===== src/rtl/mem_port_arbiter.sv =====
`default_nettype none
// ============================================================================
// Module   : mem_port_arbiter
// Brief    : Shares a single-port 1-cycle-latency RAM between the fetch unit
//            and the load/store unit. Data has priority with a bounded fetch
//            starvation count; define MEM_ARB_ROUND_ROBIN_EN for alternating
//            priority on conflicts instead.
// Revision : 1.0 - initial release
// ============================================================================
module mem_port_arbiter #(
  parameter int STARVE_LIMIT = 4
) (
  input  logic        clk,
  input  logic        rst_async,
  input  logic        fetch_req,
  input  logic [12:0] fetch_addr,
  output logic        fetch_gnt,
  output logic        fetch_rvalid,
  output logic [15:0] fetch_rdata,
  input  logic        data_req,
  input  logic        data_we,
  input  logic [12:0] data_addr,
  input  logic [1:0]  data_be,
  input  logic [15:0] data_wdata,
  output logic        data_gnt,
  output logic        data_rvalid,
  output logic [15:0] data_rdata,
  output logic [12:0] mem_addr,
  output logic        mem_we,
  output logic [1:0]  mem_be,
  output logic [15:0] mem_wdata,
  input  logic [15:0] mem_rdata
);

  typedef enum logic [1:0] {
    OWN_NONE  = 2'd0,
    OWN_FETCH = 2'd1,
    OWN_DATA  = 2'd2
  } owner_t;

  owner_t resp_owner;
  owner_t resp_owner_nxt;
  logic   fetch_win;

`ifdef MEM_ARB_ROUND_ROBIN_EN
  // Set when fetch took the last grant; reset as if fetch won so data wins first.
  logic last_fetch;

  always_ff @(posedge clk or posedge rst_async) begin
    if (rst_async) begin
      last_fetch <= 1'b1;
    end else if (fetch_gnt) begin
      last_fetch <= 1'b1;
    end else if (data_gnt) begin
      last_fetch <= 1'b0;
    end
  end

  always_comb begin
    fetch_win = fetch_req && (!data_req || !last_fetch);
  end
`else
  localparam logic [3:0] LIMIT = 4'(STARVE_LIMIT);

  logic [3:0] starve_cnt;

  always_ff @(posedge clk or posedge rst_async) begin
    if (rst_async) begin
      starve_cnt <= 4'd0;
    end else if (!fetch_req || fetch_gnt) begin
      starve_cnt <= 4'd0;
    end else if (starve_cnt != LIMIT) begin
      starve_cnt <= starve_cnt + 4'd1;
    end
  end

  always_comb begin
    fetch_win = fetch_req && (!data_req || (starve_cnt == LIMIT));
  end
`endif

  always_comb begin
    fetch_gnt = fetch_win && !rst_async;
    data_gnt  = data_req && !fetch_win && !rst_async;
  end

  always_comb begin
    mem_addr  = fetch_addr;
    mem_we    = 1'b0;
    mem_be    = 2'b00;
    mem_wdata = data_wdata;
    if (data_gnt) begin
      mem_addr = data_addr;
      mem_we   = data_we;
      mem_be   = data_we ? data_be : 2'b00;
    end
  end

  // Writes produce no response, so only reads claim the return slot.
  always_comb begin
    resp_owner_nxt = OWN_NONE;
    if (fetch_gnt) begin
      resp_owner_nxt = OWN_FETCH;
    end else if (data_gnt && !data_we) begin
      resp_owner_nxt = OWN_DATA;
    end
  end

  always_ff @(posedge clk or posedge rst_async) begin
    if (rst_async) begin
      resp_owner <= OWN_NONE;
    end else begin
      resp_owner <= resp_owner_nxt;
    end
  end

  always_comb begin
    fetch_rvalid = (resp_owner == OWN_FETCH);
    data_rvalid  = (resp_owner == OWN_DATA);
    fetch_rdata  = mem_rdata;
    data_rdata   = mem_rdata;
  end

endmodule
`default_nettype wire


===== config.mk =====
export PLATFORM = sky130hd
export DESIGN_NAME = mem_port_arbiter
export DESIGN_NICKNAME = d
export VERILOG_FILES = /design/src/rtl/mem_port_arbiter.sv
export SDC_FILE = /design/constraint.sdc
export NUM_CORES = 1
export LEC_CHECK = 0
export CAP_MARGIN = 5
export CORE_UTILIZATION = 24
export DETAILED_ROUTE_END_ITERATION = 6
export GPL_ROUTABILITY_DRIVEN = 0
export PLACE_DENSITY = 0.82
export SYNTH_ARGS = -nofsm -noshare
export SYNTH_HDL_FRONTEND = slang
export SYNTH_SLANG_ARGS = --single-unit

===== constraint.sdc =====
create_clock -name clk -period 3.3 [get_ports clk]
set_clock_uncertainty 0.05 [all_clocks]
set_input_delay 0.99 -clock clk [delete_from_list [all_inputs] [get_ports clk]]
set_output_delay 0.99 -clock clk [all_outputs]
set_load 0.1 [all_outputs]

# ---- Word-level counts from Yosys, hierarchy flattened
# Cells that the tools add are included.
dict set report totals {
  ff_bits 6
  inputBits 65
  wordCells 28
}
dict set report op_classes {
  n_addsub 1
  n_eq_ne 4
  n_mux 8
  n_reduce_logical 13
}
# operator count
set op_table {}
lappend op_table {{13-bit 2-to-1 mux} 1}
lappend op_table {{2-bit 2-to-1 mux} 4}
lappend op_table {{4-bit 2-to-1 mux} 2}
lappend op_table {{1-bit logical AND} 5}
lappend op_table {{1-bit logical NOT} 5}
lappend op_table {{4-bit by 1-bit adder with 4-bit output, second input constant} 1}
lappend op_table {{4-bit by 3-bit == test with 1-bit output, second input constant} 1}
lappend op_table {{4-bit by 3-bit != test with 1-bit output, second input constant} 1}
lappend op_table {{2-bit by 1-bit == test with 1-bit output, second input constant} 1}
lappend op_table {{2-bit == test, second input constant} 1}
lappend op_table {{1-bit logical OR} 2}
lappend op_table {{2-bit nonzero test} 1}
lappend op_table {{1-bit 2-to-1 mux} 1}

# ---- Longest topological paths before layout
dict set report depth {
  ltp_word 9
  mapped_depth 7
}

# ---- Worst setup path before layout
# No wires, ideal clock.
dict set report synth_path {
  path_type {input -> output}
  startpoint {in fetch_req}
  endpoint {out mem_be[0]}
  arrival_time_ns 3.020
  required_time_ns 2.260
  slack_ns -0.760
  cell_stages 4
  n_path_buf 1
  path_cell_list {a211o_4 > buf_8 > inv_1 > and3_1}
}
dict set report synth_via {
  elab_chain_len 5
}
# element line_no
set synth_lines {}
lappend synth_lines {{start: declaration} 15} ;# input logic fetch_req,
lappend synth_lines {{1-bit logical AND} 78} ;# fetch_win = fetch_req && (!data_req || (starve_cnt == LIMIT));
lappend synth_lines {{1-bit logical NOT} 84} ;# data_gnt = data_req && !fetch_win && !rst_async;
lappend synth_lines {{1-bit logical AND (2 in series)} 84}
lappend synth_lines {{named net data_gnt} 25} ;# output logic data_gnt,
lappend synth_lines {{2-bit 2-to-1 mux} 92} ;# if (data_gnt) begin
lappend synth_lines {{end: declaration} 30} ;# output logic [1:0] mem_be,
# The timed path passes the listed nets, and every way through them passes these cells.

# ---- Worst setup path in the final report
dict set report layout_path {
  startpoint {in fetch_req}
  endpoint {out mem_addr[11]}
}
dict set report layout_via {
  elab_chain_len 5
}
# element line_no
set layout_lines {}
lappend layout_lines {{1-bit logical AND} 78}
lappend layout_lines {{1-bit logical NOT} 84}
lappend layout_lines {{1-bit logical AND (2 in series)} 84}
lappend layout_lines {{13-bit 2-to-1 mux} 92}
lappend layout_lines {{end: declaration} 28} ;# output logic [12:0] mem_addr,
# Every way passes these cells.

==> impl_results.md <==
- Fin crit share: 0.986
- Final setup fails: 0
- Reg2reg setup slack: 1.74 ns
- Synth Cell Area: 918 um2
- Leading area contributor after synthesis: buf_4
- Drt via density: 4.10
- Post-CTS setup buffers: 0
- Max-slew headroom: 0.815
- Root Buffer: clkbuf_8
- Finished Layout Cells: 160
- Total Neg Setup Slack: 0 ns
- Adder-Cell Fraction of Synth Area: 0.0272
- Minimum clock period: 3.25 ns
- Fin. Hold Viols: 0
- Power Dens Cells: 343 mW/mm2
- DRC viols: 0
- Min-Delay Endpoint: starve_cnt[0]
- Share of layout cells above drive strength 1: 0.438
- Layout area overhead: 53.3%
- Crit Path Class: in -> out
- Worst EP required: 2.26 ns
- Final Hold Slack: 0.556 ns
- Leakage: 0.632 nW
- FMAX: 307 MHz
- # port buffers: 52
- Post-DP Area: 0.00135 mm2
- Largest net degree at the start of global routing: 9
- Starting DRT DRC Count: 22
- FP Rows: 22
- Worst min-delay path category: reg -> reg
- Count leader, synth: buf_4
- Filler cells: 359
- Die X: 63.9 um
- Crit Path Max Fanout: 8
- DR pass1 iterations: 3
- Switching power: 203 uW
- Largest family of logic cells by synthesized area: buffers and inverters
- Avg Inst Size Synth: 9.18 um2
- Clock share of power: 0.234
- Drt wl/cell: 11.5 um
- Final instance area: 0.00141 mm2
- CP endpoint kind: output port
- Reg power frac: 0.169
- Worst vdd ir: 0.136 mV
- Inserted Clock Buffers: 3
- Overall Power: 483 uW
- Total GRT Usage: 0.0983
- CP peak stage delay: 0.42 ns
- Syn Inst Count: 100
- N_diodes: 0
- Ys flop type: dfrtp_1
- I/O pins: 133
- CTS Hold Bufs: 0
- Worst slew pin tran: 0.280 ns
- Core area: 0.00366 mm2
- FF-to-FF Start: starve_cnt[0]
- Hold depth: 2
- Unrepaired setup endpoints after global routing: no
- Int Power: 280 uW
- Critical Path AT: 2.21 ns
- Status: complete, no violations
- Slowest cell on crit path: a211o_4
- Die height: 63.9 um
- Post-synth EDFFs: 0
- First-pass GRT wire length: 3080 um
- PostCTS Resize Cnt: 5
- Synth Area in Simple Gates: 0.127
- Worst-Skew Late Latency: 0.23 ns
- Die area: 0.00408 mm2
- Syn nets: 167
- Yosys warning count: 0
- Cells along the critical path: dlygate4sd2_1 -> a211o_4 -> mux2_4 -> buf_12
- GRT overflow: 0
- Proportion of synthesized area in mux cells: 0.203
- Clock sink count: 6
- Net Sw Frac: 0.420
- Clock slew at reported path FFs: 0.04 ns
- Detail Route Antenna Nets: 0
- H-tree depth: 1
- Reg2Reg Depth: 5
- Comb pwr share: 0.596
- Top cell type's share of synthesized area: 0.392
- Cells after DPL: 156
- Worst R2R End: starve_cnt[0]
- Final count of pins violating max slew: 0
- Drt total wl: 1850 um
- Yosys reg bits: 6
- Layout Nets: 181
- Max-Cap Viols: 0
- Vias in the first global route: 735
- Initial Utilization: 0.251
- Clk buf depth: 2
- Seq/Total Area, Yosys: 0.163
- Initial antenna violation count: 0
- Xor and xnor area share after synthesis: 0.00954
- CTS tree: done
- Hold_sp: starve_cnt[0]
- Count of cell types in the netlist: 21
- CP Launch Type: input pin
- Complex-gate fraction of the synthesized area: 0.0409
- Synth top cells by count: buf_4, mux2_4, dfrtp_1
- Via count: 656
- Synth top area cells: buf_4, dfrtp_1, mux2_4, mux2_2, ha_1
- Post-DP HPWL: 1460 um
- Asr flop ratio synth: 1.00
==> how the worst max path moves through the flow <==
| stage | from | to | cells after the start |
|---|---|---|---|
| 6_report | fetch_req | mem_addr[11] | 4 |
| 2_1_floorplan | fetch_req | mem_be[0] | 4 |
| 3_5_place_dp | data_req | mem_addr[11] | 5 |
| 4_1_cts | fetch_req | mem_addr[11] | 4 |
| 5_1_grt | fetch_req | mem_addr[10] | 4 |
| 3_3_place_gp | data_req | mem_addr[7] | 5 |
==> power by group through the flow <==
stage          logic, mW  registers [mW]  clock network (mW)
2_1_floorplan      0.442          0.0817                   0
5_1_grt            0.298          0.0827               0.119
3_5_place_dp       0.288          0.0829                   0
6_report           0.288          0.0818               0.113
4_1_cts            0.290          0.0819               0.117
3_3_place_gp       0.285          0.0823                   0
==> routing by layer <==
metal,share of wire,track usage
met1,0.32,0.0882
met2,0.58,0.184
met3,0.087,0.0250
met4,0.012,0.0795
met5,0,0
==> cell families after synthesis <==
group,after synthesis
mux,14
flops,6
xor+xnor,1
buf+inv,54
fa+ha+maj,2
simple gates,19
compound gates,4
==> metrics by stage <==
stage          setup WS, ns  utilization
5_1_grt              0.0223        0.384
4_1_cts              0.0494        0.384
3_5_place_dp         -0.176        0.369
2_1_floorplan       -0.0377            -
6_report             0.0451        0.384
3_3_place_gp         -0.156        0.369
==> flip-flops by register name, summed over array words and instances, names as in the netlist <==
signal      cells
starve_cnt      4
resp_owner      2
==> layout make-up <==
| cell class | instances | area (um2) | area share |
|---|---|---|---|
| clock buffers | 3 | 41.3 | 0.0293 |
| multi-input cells | 41 | 404 | 0.287 |
| inverters | 5 | 22.5 | 0.0160 |
| repair buffers | 57 | 729 | 0.518 |
| well taps | 48 | 60.1 | 0.0427 |
| flip-flops and latches | 6 | 150 | 0.107 |
==> critical path: cells and delay by family <==
family | cells | cell delay, ns
mux | 1 | 0.34
compound gates | 1 | 0.42
buf+inv | 2 | 0.46
==> layout by cell type, fill, tap and decap left out, drive strengths merged <==
| master | instances |
|---|---|
| buf | 25 |
| mux2 | 13 |
| clkdlybuf4s50 | 29 |
| and3b | 1 |
| dlygate4sd2 | 3 |
| nand3b | 2 |
| or3 | 1 |
| a21boi | 2 |
| mux2i | 1 |
| clkbuf | 3 |
| inv | 4 |
| xor2 | 1 |
| nor2b | 2 |
| nor2 | 4 |
| and2 | 2 |
| a211o | 2 |
| ha | 2 |
| nor3b | 2 |
| clkinvlp | 1 |
| and3 | 2 |
| dfrtp | 6 |
| a21oi | 1 |
| nand3 | 3 |
Power figures use the tool's default switching activity.
